**src/rtl/rect_cmd_sequencer_pkg.sv**
```systemverilog
// -----------------------------------------------------------------------------
// rect_cmd_sequencer_pkg
//   Shared definitions for the rectangle command path: command field widths,
//   the packed command record carried through the FIFO, the sequencer state
//   encoding, and a helper that identifies degenerate (zero-area) commands.
//   The renderer and the scene logic import the same definitions.
// -----------------------------------------------------------------------------
package rect_cmd_sequencer_pkg;

  localparam int X_W   = 9;
  localparam int Y_W   = 8;
  localparam int W_W   = 9;
  localparam int H_W   = 8;
  localparam int COL_W = 3;

  // Field order matches the on-wire command word {x,y,w,h,back,border,bcol}.
  typedef struct packed {
    logic [X_W-1:0]   x;
    logic [Y_W-1:0]   y;
    logic [W_W-1:0]   w;
    logic [H_W-1:0]   h;
    logic [COL_W-1:0] back;
    logic             border;
    logic [COL_W-1:0] bcol;
  } cmd_t;

  localparam int CMD_W = $bits(cmd_t);  // 41

  typedef enum logic [2:0] {
    ST_IDLE    = 3'd0,
    ST_LOAD    = 3'd1,
    ST_ARM     = 3'd2,
    ST_DRAW    = 3'd3,
    ST_RELEASE = 3'd4
  } state_e;

  // A rectangle with no width or no height draws nothing.
  function automatic logic cmd_is_empty(input cmd_t c);
    return (c.w == '0) || (c.h == '0);
  endfunction

endpackage

```
**src/rtl/rect_cmd_sequencer_if.sv**
```systemverilog
// -----------------------------------------------------------------------------
// rect_cmd_sequencer_if
//   Bundles the producer command channel (valid/ready plus attributes) and the
//   renderer channel (enable/done plus registered attributes).
//   slave  : the sequencer side (consumes commands, drives the renderer)
//   master : the environment side (produces commands, acts as renderer)
// -----------------------------------------------------------------------------
interface rect_cmd_sequencer_if;
  import rect_cmd_sequencer_pkg::*;

  // producer -> sequencer
  logic             cmd_valid;
  logic             cmd_ready;
  logic [X_W-1:0]   cmd_x;
  logic [Y_W-1:0]   cmd_y;
  logic [W_W-1:0]   cmd_w;
  logic [H_W-1:0]   cmd_h;
  logic [COL_W-1:0] cmd_back;
  logic             cmd_border;
  logic [COL_W-1:0] cmd_bcol;

  // sequencer -> renderer
  logic             rect_enable;
  logic [X_W-1:0]   rect_x;
  logic [Y_W-1:0]   rect_y;
  logic [W_W-1:0]   rect_w;
  logic [H_W-1:0]   rect_h;
  logic [COL_W-1:0] rect_back;
  logic             rect_border;
  logic [COL_W-1:0] rect_bcol;
  logic             rect_done;

  modport slave (
    input  cmd_valid, cmd_x, cmd_y, cmd_w, cmd_h, cmd_back, cmd_border, cmd_bcol,
    output cmd_ready,
    output rect_enable, rect_x, rect_y, rect_w, rect_h, rect_back, rect_border, rect_bcol,
    input  rect_done
  );

  modport master (
    output cmd_valid, cmd_x, cmd_y, cmd_w, cmd_h, cmd_back, cmd_border, cmd_bcol,
    input  cmd_ready,
    input  rect_enable, rect_x, rect_y, rect_w, rect_h, rect_back, rect_border, rect_bcol,
    output rect_done
  );

endinterface

```
**src/rtl/rect_cmd_sequencer_cmd_fifo.sv**
```systemverilog
// -----------------------------------------------------------------------------
// rect_cmd_sequencer_cmd_fifo
//   DEPTH x DATA_W command FIFO with first-word fall-through read port.
//   clk, resetn  : clock, async active-low reset (pointers/count only)
//   flush        : sync clear; overrides push and pop in the same cycle
//   push/wr_data : write request and data (ignored when full)
//   pop          : advance read pointer (ignored when empty)
//   rd_data      : current head entry
//   count        : occupancy 0..DEPTH
//   full/empty   : occupancy flags
// -----------------------------------------------------------------------------
module rect_cmd_sequencer_cmd_fifo #(
  parameter int DEPTH  = 8,
  parameter int ADDR_W = 3,
  parameter int DATA_W = 41
) (
  input  logic              clk,
  input  logic              resetn,
  input  logic              flush,
  input  logic              push,
  input  logic              pop,
  input  logic [DATA_W-1:0] wr_data,
  output logic [DATA_W-1:0] rd_data,
  output logic [ADDR_W:0]   count,
  output logic              full,
  output logic              empty
);

  logic [DATA_W-1:0] mem [DEPTH];
  logic [ADDR_W-1:0] wr_ptr_q, wr_ptr_d;
  logic [ADDR_W-1:0] rd_ptr_q, rd_ptr_d;
  logic [ADDR_W:0]   count_q, count_d;
  logic              push_ok, pop_ok;

  assign full    = (count_q == (ADDR_W+1)'(DEPTH));
  assign empty   = (count_q == '0);
  assign count   = count_q;
  assign rd_data = mem[rd_ptr_q];

  // A full FIFO refuses a push even if a pop frees a slot in the same cycle.
  assign push_ok = push && !full  && !flush;
  assign pop_ok  = pop  && !empty && !flush;

  always_comb begin
    wr_ptr_d = wr_ptr_q;
    rd_ptr_d = rd_ptr_q;
    count_d  = count_q;
    if (flush) begin
      wr_ptr_d = '0;
      rd_ptr_d = '0;
      count_d  = '0;
    end else begin
      if (push_ok) wr_ptr_d = wr_ptr_q + ADDR_W'(1);
      if (pop_ok)  rd_ptr_d = rd_ptr_q + ADDR_W'(1);
      if (push_ok && !pop_ok)      count_d = count_q + (ADDR_W+1)'(1);
      else if (pop_ok && !push_ok) count_d = count_q - (ADDR_W+1)'(1);
    end
  end

  always_ff @(posedge clk or negedge resetn) begin
    if (!resetn) begin
      wr_ptr_q <= '0;
      rd_ptr_q <= '0;
      count_q  <= '0;
    end else begin
      wr_ptr_q <= wr_ptr_d;
      rd_ptr_q <= rd_ptr_d;
      count_q  <= count_d;
    end
  end

  // Storage carries no reset; only entries between the pointers are visible.
  always_ff @(posedge clk) begin
    if (push_ok) mem[wr_ptr_q] <= wr_data;
  end

endmodule

```
**src/rtl/rect_cmd_sequencer.sv**
```systemverilog
// -----------------------------------------------------------------------------
// rect_cmd_sequencer
//   Buffers rectangle draw commands and issues them one at a time to the
//   rectangle renderer over its enable/done handshake. Attributes are held
//   stable while enable is high and enable drops for at least one cycle
//   between rectangles.
//   clk          : system clock
//   resetn       : async active-low reset
//   flush        : sync; empties the queue and aborts the current draw
//   bus (slave)  : producer command channel and renderer channel
//   busy         : sequencer not idle
//   count        : queued command count
//   timeout_err  : sticky watchdog abort flag, cleared by reset or flush
// -----------------------------------------------------------------------------
module rect_cmd_sequencer
  import rect_cmd_sequencer_pkg::*;
#(
  parameter int DEPTH     = 8,
  parameter int ADDR_W    = 3,
  parameter int DONE_MASK = 2,
  parameter int TIMEOUT   = 131072
) (
  input  logic                 clk,
  input  logic                 resetn,
  input  logic                 flush,
  rect_cmd_sequencer_if.slave  bus,
  output logic                 busy,
  output logic [ADDR_W:0]      count,
  output logic                 timeout_err
);

  localparam int MASK_W = (DONE_MASK > 1) ? $clog2(DONE_MASK) : 1;
  localparam int WD_W   = (TIMEOUT   > 1) ? $clog2(TIMEOUT)   : 1;

  state_e            state_q, state_d;
  logic [MASK_W-1:0] mask_q, mask_d;
  logic [WD_W-1:0]   wd_q, wd_d;
  logic              err_q, err_d;
  logic              en_q, en_d;
  cmd_t              rect_q;

  cmd_t              cmd_in, head;
  logic [CMD_W-1:0]  head_raw;
  logic              fifo_full, fifo_empty;
  logic              pop, load;

  assign cmd_in = {bus.cmd_x, bus.cmd_y, bus.cmd_w, bus.cmd_h,
                   bus.cmd_back, bus.cmd_border, bus.cmd_bcol};
  assign head   = cmd_t'(head_raw);

  rect_cmd_sequencer_cmd_fifo #(
    .DEPTH  (DEPTH),
    .ADDR_W (ADDR_W),
    .DATA_W (CMD_W)
  ) u_fifo (
    .clk     (clk),
    .resetn  (resetn),
    .flush   (flush),
    .push    (bus.cmd_valid),
    .pop     (pop),
    .wr_data (cmd_in),
    .rd_data (head_raw),
    .count   (count),
    .full    (fifo_full),
    .empty   (fifo_empty)
  );

  always_comb begin
    state_d = state_q;
    mask_d  = mask_q;
    wd_d    = wd_q;
    err_d   = err_q;
    pop     = 1'b0;
    load    = 1'b0;
    if (flush) begin
      // An active draw still gets its one-cycle enable-low release.
      state_d = en_q ? ST_RELEASE : ST_IDLE;
      mask_d  = '0;
      wd_d    = '0;
      err_d   = 1'b0;
    end else begin
      unique case (state_q)
        ST_IDLE: begin
          if (!fifo_empty) state_d = ST_LOAD;
        end
        ST_LOAD: begin
          pop     = 1'b1;
          load    = 1'b1;
          mask_d  = '0;
          wd_d    = '0;
          state_d = cmd_is_empty(head) ? ST_IDLE : ST_ARM;
        end
        ST_ARM: begin
          // A done left over from the previous rectangle is ignored here.
          if (mask_q == MASK_W'(DONE_MASK - 1)) state_d = ST_DRAW;
          else                                   mask_d  = mask_q + MASK_W'(1);
        end
        ST_DRAW: begin
          if (bus.rect_done) begin
            state_d = ST_RELEASE;
          end else if (wd_q == WD_W'(TIMEOUT - 1)) begin
            state_d = ST_RELEASE;
            err_d   = 1'b1;
          end else begin
            wd_d = wd_q + WD_W'(1);
          end
        end
        ST_RELEASE: state_d = ST_IDLE;
        default:    state_d = ST_IDLE;
      endcase
    end
    // Enable is registered from the next state so it aligns with ARM/DRAW.
    en_d = (state_d == ST_ARM) || (state_d == ST_DRAW);
  end

  always_ff @(posedge clk or negedge resetn) begin
    if (!resetn) begin
      state_q <= ST_IDLE;
      mask_q  <= '0;
      wd_q    <= '0;
      err_q   <= 1'b0;
      en_q    <= 1'b0;
      rect_q  <= '0;
    end else begin
      state_q <= state_d;
      mask_q  <= mask_d;
      wd_q    <= wd_d;
      err_q   <= err_d;
      en_q    <= en_d;
      if (load) rect_q <= head;
    end
  end

  assign bus.cmd_ready   = !fifo_full;
  assign bus.rect_enable = en_q;
  assign bus.rect_x      = rect_q.x;
  assign bus.rect_y      = rect_q.y;
  assign bus.rect_w      = rect_q.w;
  assign bus.rect_h      = rect_q.h;
  assign bus.rect_back   = rect_q.back;
  assign bus.rect_border = rect_q.border;
  assign bus.rect_bcol   = rect_q.bcol;
  assign busy            = (state_q != ST_IDLE);
  assign timeout_err     = err_q;

endmodule
```
**src/flat_wrapper.sv**
```systemverilog
// flat-port wrapper written by rule: the top's interface ports become plain ports
module rect_cmd_sequencer_flat import rect_cmd_sequencer_pkg::*;
#(
  parameter int DEPTH     = 8,
  parameter int ADDR_W    = 3,
  parameter int DONE_MASK = 2,
  parameter int TIMEOUT   = 131072
)
  (clk, resetn, flush, busy, count, timeout_err, bus_cmd_valid, bus_cmd_x, bus_cmd_y, bus_cmd_w, bus_cmd_h, bus_cmd_back, bus_cmd_border, bus_cmd_bcol, bus_cmd_ready, bus_rect_enable, bus_rect_x, bus_rect_y, bus_rect_w, bus_rect_h, bus_rect_back, bus_rect_border, bus_rect_bcol, bus_rect_done);
  rect_cmd_sequencer_if bus_i ();
  input  logic clk;
  input  logic resetn;
  input  logic flush;
  output logic busy;
  output logic [ADDR_W:0] count;
  output logic timeout_err;
  input wire logic [$bits(bus_i.cmd_valid)-1:0] bus_cmd_valid;
  input wire logic [$bits(bus_i.cmd_x)-1:0] bus_cmd_x;
  input wire logic [$bits(bus_i.cmd_y)-1:0] bus_cmd_y;
  input wire logic [$bits(bus_i.cmd_w)-1:0] bus_cmd_w;
  input wire logic [$bits(bus_i.cmd_h)-1:0] bus_cmd_h;
  input wire logic [$bits(bus_i.cmd_back)-1:0] bus_cmd_back;
  input wire logic [$bits(bus_i.cmd_border)-1:0] bus_cmd_border;
  input wire logic [$bits(bus_i.cmd_bcol)-1:0] bus_cmd_bcol;
  output wire logic [$bits(bus_i.cmd_ready)-1:0] bus_cmd_ready;
  output wire logic [$bits(bus_i.rect_enable)-1:0] bus_rect_enable;
  output wire logic [$bits(bus_i.rect_x)-1:0] bus_rect_x;
  output wire logic [$bits(bus_i.rect_y)-1:0] bus_rect_y;
  output wire logic [$bits(bus_i.rect_w)-1:0] bus_rect_w;
  output wire logic [$bits(bus_i.rect_h)-1:0] bus_rect_h;
  output wire logic [$bits(bus_i.rect_back)-1:0] bus_rect_back;
  output wire logic [$bits(bus_i.rect_border)-1:0] bus_rect_border;
  output wire logic [$bits(bus_i.rect_bcol)-1:0] bus_rect_bcol;
  input wire logic [$bits(bus_i.rect_done)-1:0] bus_rect_done;
  assign bus_i.cmd_valid = bus_cmd_valid;
  assign bus_i.cmd_x = bus_cmd_x;
  assign bus_i.cmd_y = bus_cmd_y;
  assign bus_i.cmd_w = bus_cmd_w;
  assign bus_i.cmd_h = bus_cmd_h;
  assign bus_i.cmd_back = bus_cmd_back;
  assign bus_i.cmd_border = bus_cmd_border;
  assign bus_i.cmd_bcol = bus_cmd_bcol;
  assign bus_cmd_ready = bus_i.cmd_ready;
  assign bus_rect_enable = bus_i.rect_enable;
  assign bus_rect_x = bus_i.rect_x;
  assign bus_rect_y = bus_i.rect_y;
  assign bus_rect_w = bus_i.rect_w;
  assign bus_rect_h = bus_i.rect_h;
  assign bus_rect_back = bus_i.rect_back;
  assign bus_rect_border = bus_i.rect_border;
  assign bus_rect_bcol = bus_i.rect_bcol;
  assign bus_i.rect_done = bus_rect_done;
  rect_cmd_sequencer #(.DEPTH(DEPTH), .ADDR_W(ADDR_W), .DONE_MASK(DONE_MASK), .TIMEOUT(TIMEOUT)) u_core (.clk(clk), .resetn(resetn), .flush(flush), .bus(bus_i), .busy(busy), .count(count), .timeout_err(timeout_err));
endmodule
```
**config.mk**
```make
export PLATFORM = sky130hd
export DESIGN_NAME = rect_cmd_sequencer_flat
export DESIGN_NICKNAME = d
export VERILOG_FILES = /design/src/rtl/rect_cmd_sequencer_pkg.sv /design/src/rtl/rect_cmd_sequencer_if.sv /design/src/rtl/rect_cmd_sequencer_cmd_fifo.sv /design/src/rtl/rect_cmd_sequencer.sv /design/src/flat_wrapper.sv
export SDC_FILE = /design/constraint.sdc
export NUM_CORES = 1
export LEC_CHECK = 0
export ABC_AREA = 1
export CAP_MARGIN = 40
export CORE_ASPECT_RATIO = 0.7
export CORE_MARGIN = 1
export CORE_UTILIZATION = 25
export CTS_CLUSTER_DIAMETER = 80
export DETAILED_ROUTE_END_ITERATION = 12
export GPL_ROUTABILITY_DRIVEN = 0
export HOLD_SLACK_MARGIN = 0.08
export PLACE_DENSITY = 0.46
export SETUP_SLACK_MARGIN = 0.3
export SYNTH_ARGS = -nofsm -noshare
export SYNTH_HDL_FRONTEND = slang
export SYNTH_SLANG_ARGS = --single-unit
```
**constraint.sdc**
```tcl
create_clock -name clk -period 7.1 [get_ports clk]
set_input_delay 1.065 -clock clk [delete_from_list [all_inputs] [get_ports clk]]
set_output_delay 1.065 -clock clk [all_outputs]
set_load 0.05 [all_outputs]
```
==> flow_summary.ini <==
[outcome]
status = finished clean

[routing]
highest_layer = met5
wire_per_inst_um = 18.0
drt_iter0_drc = 738
wl_met2_um = 19200
wl_met1_um = 20700
routed_wl_um = 42600
vias = 10400
post-route-drc-count = 0
dr.pass1.iters = 5
vias_per_cell = 4.39
dr_wl_met3_um = 2130
antenna_left = 0

[timing]
setup_viol = 0
final.setup.tns_ns = 0
fin_crit_ns = 3.64
hold_viol_final = 0
period_share_pct = 51.3
worst_pin_slew_ns = 0.897
slew_headroom_pct = 40.0
fin_skew_ns = 0.0182
finalMaxSlewViolations = 0
rsz0062_at_grt = false
fmax_mhz = 275

[cts]
ctsRootBufferMaster = clkbuf_16
numClockSinks = 402
clock_latency_ns = 0.54
h-tree-depth = 2
clockBufferDepth = 3
cts.repair.resized = 0
clkSlewWorstSetupHoldPaths_ns = 0.06
cts_buffers = 42
cts_setup_buffers = 0
cts_hold_buf = 0
cts_tree = done

[yosys]
ys_top_cells_by_count = edfxtp_1 (328), nand2_1 (278), nor2_1 (183), o21ai_0 (122), inv_1 (83)
syn_nets = 1426
async_reset_ff_share_pct = 18.4
synth_edf_count = 328
yosysTopAreaCell = edfxtp_1
synth_area_per_cell_sq_um = 11.8
synthCells = 1373
synthTopCellsByArea = edfxtp_1 (61%), dfrtp_1 (11%), nand2_1 (6.4%)
synth.most_common_cell = edfxtp_1
ys_types = 45
ys_ff_latch = 402
syn_area_sq_mm = 0.0163
yosysWarningCount = 0
seq_area_frac_synth_pct = 71.9
synth_ff_type = edfxtp_1
yosysTopAreaCellShare_pct = 60.6

[finish]
instances_no_fill = 2365
fin_nets = 1516
final_core_util_pct = 30.8
num-fill-cells = 6436
fin_area_sq_mm = 0.0196
syn2layout_area_growth_pct = 20.4
n_antenna_cell = 0
drive_above_1_share_pct = 7.95

[grt]
grt_overflow = 0
grt_pass1_wl_um = 64900
grt_max_degree = 80
grt_pass1_vias = 10200
grt_antenna_before_repair = 2
grt.total_usage_pct = 12.9

[worst_setup_path]
r2r_slack_ns = 4.03
worstPathMaxFanout = 21
path_delay_family = simple AND/OR/NAND/NOR gates
crit_buf_inv = 2
cp.required_ns = 7.29
worst-setup-path-type = input pin to register
startpoint_type = input pin
slowest_delay_ns = 0.78
end_kind = register
crit_chain = clkdlybuf4s50_1, nor2_1, nand2_1, nor2_4, buf_4
critPathArrivalTime_ns = 3.83
slowest_stage = nor2_4

[floorplanning]
coreArea_sq_mm = 0.0637
start_util_pct = 25.5
die-area_sq_mm = 0.0661
ioPinCount = 95
die_h_um = 215
std_cell_rows = 77
chipWidth_um = 307

[pwr]
p_per_area_mw_per_mm2 = 354
ir_drop_v = 0.000179
p_leak_nw = 7.12
power.total_mw = 6.93

[place]
dp_hpwl_um = 24000
post_dp_cell_area_sq_mm = 0.0182
portBuffers = 94
dp_cells = 2288

[min_path]
min_path_type = input pin to async pin

[flow_run]
cap_viol_max_count = 0
state kept, by name, summed over array words and instances (netlist names):
register                flops
u_core.bus.rect_h           8
u_core.state_q              3
u_core.bus.rect_y           8
u_core.bus.rect_back        3
u_core.mask_q               1
u_core.bus.rect_w           9
u_core.wd_q                17
u_core.bus.rect_x           9
u_core.timeout_err          1
u_core.bus.rect_border      1
u_core.bus.rect_bcol        3
u_core.u_fifo.count         4
u_core.u_fifo.rd_ptr_q      3
u_core.u_fifo.mem         328
u_core.bus.rect_enable      1
u_core.u_fifo.wr_ptr_q      3
through the flow:
stage	hold WS, ns	worst slack, ns
finish	0.444	3.46
CTS	0.439	3.45
detailed placement	0.468	2.86
global placement	0.470	2.91
global route	0.443	3.27
floorplan	0.457	3.08
placed cells by master, fill, tap and decap left out, types with 4 or more instances in the layout:
cell type        count
inv_1               83
clkinv_1             4
clkdlybuf4s50_1     93
clkinv_2             9
dfrtp_1             71
nor2_2               4
nand4_1              5
nor2_1             175
o21ai_1             26
clkbuf_1            13
ha_1                 6
buf_4               19
edfxtp_1           328
nor2_4               9
inv_2                6
a31oi_1              4
a21oi_1             14
o221ai_1            37
nor3_1               4
o211ai_1            11
clkbuf_16           43
o21ai_0            122
nand2_1            277
nand3_1             77
o22ai_1             14
metal layers:
| metal | vias to the layer above | global-route usage (%) |
|---|---|---|
| li1 | 4977 | - |
| met1 | 5116 | 18.6 |
| met2 | 221 | 20.1 |
| met3 | 58 | 2.42 |
| met4 | 4 | 2.55 |
| met5 | - | 0 |
cell type report:
type | count | area (sq um) | share of cell area [%]
multi-input cells | 807 | 3890 | 19.8
flip-flops and latches | 402 | 11700 | 59.8
clock buffers | 59 | 1170 | 5.95
clock inverters | 18 | 170 | 0.869
well taps | 869 | 1090 | 5.55
inverters | 92 | 350 | 1.79
repair buffers | 118 | 1220 | 6.21
worst paths after layout:
check                                       start                         to  cells after the start
max                                         flush   u_core.u_fifo.mem[7][12]                      5
min                                        resetn             u_core.wd_q[9]                      1
max reg2reg                u_core.u_fifo.count[2]   u_core.u_fifo.mem[7][12]                      7
min reg2reg                u_core.bus.rect_enable          u_core.state_q[2]                      2
max in group asynchronous                  resetn  u_core.u_fifo.rd_ptr_q[0]                      3
min in group clk           u_core.bus.rect_enable          u_core.state_q[2]                      2
worst register-to-register path, stage by stage, from the launching register on:
cell and delay, ns:
dfrtp_1 0.40, inv_1 0.07, nand3_1 0.15, nand2_1 0.08, nor2_1 0.36, nand2_1 0.37
nor2_4 0.78, buf_4 0.51
report_power, final:
group | internal, mW | switching (mW)
clock | 1.26 | 0.914
combinational | 0.555 | 1.29
sequential | 2.74 | 0.162
total | 4.56 | 2.37
kinds of logic (layout without fill, tap and decap cells):
group,count (synthesis),after routing,synth area share (%)
XOR/XNOR,5,5,0.269
adder cells (fa/ha/maj),7,7,0.585
buffers and inverters,164,287,4.55
AO/OA/AOI/OAI,235,235,8.59
flip-flops,402,402,71.9
AND/OR/NAND/NOR,560,560,14.1
(Power assumes the default switching activity.)
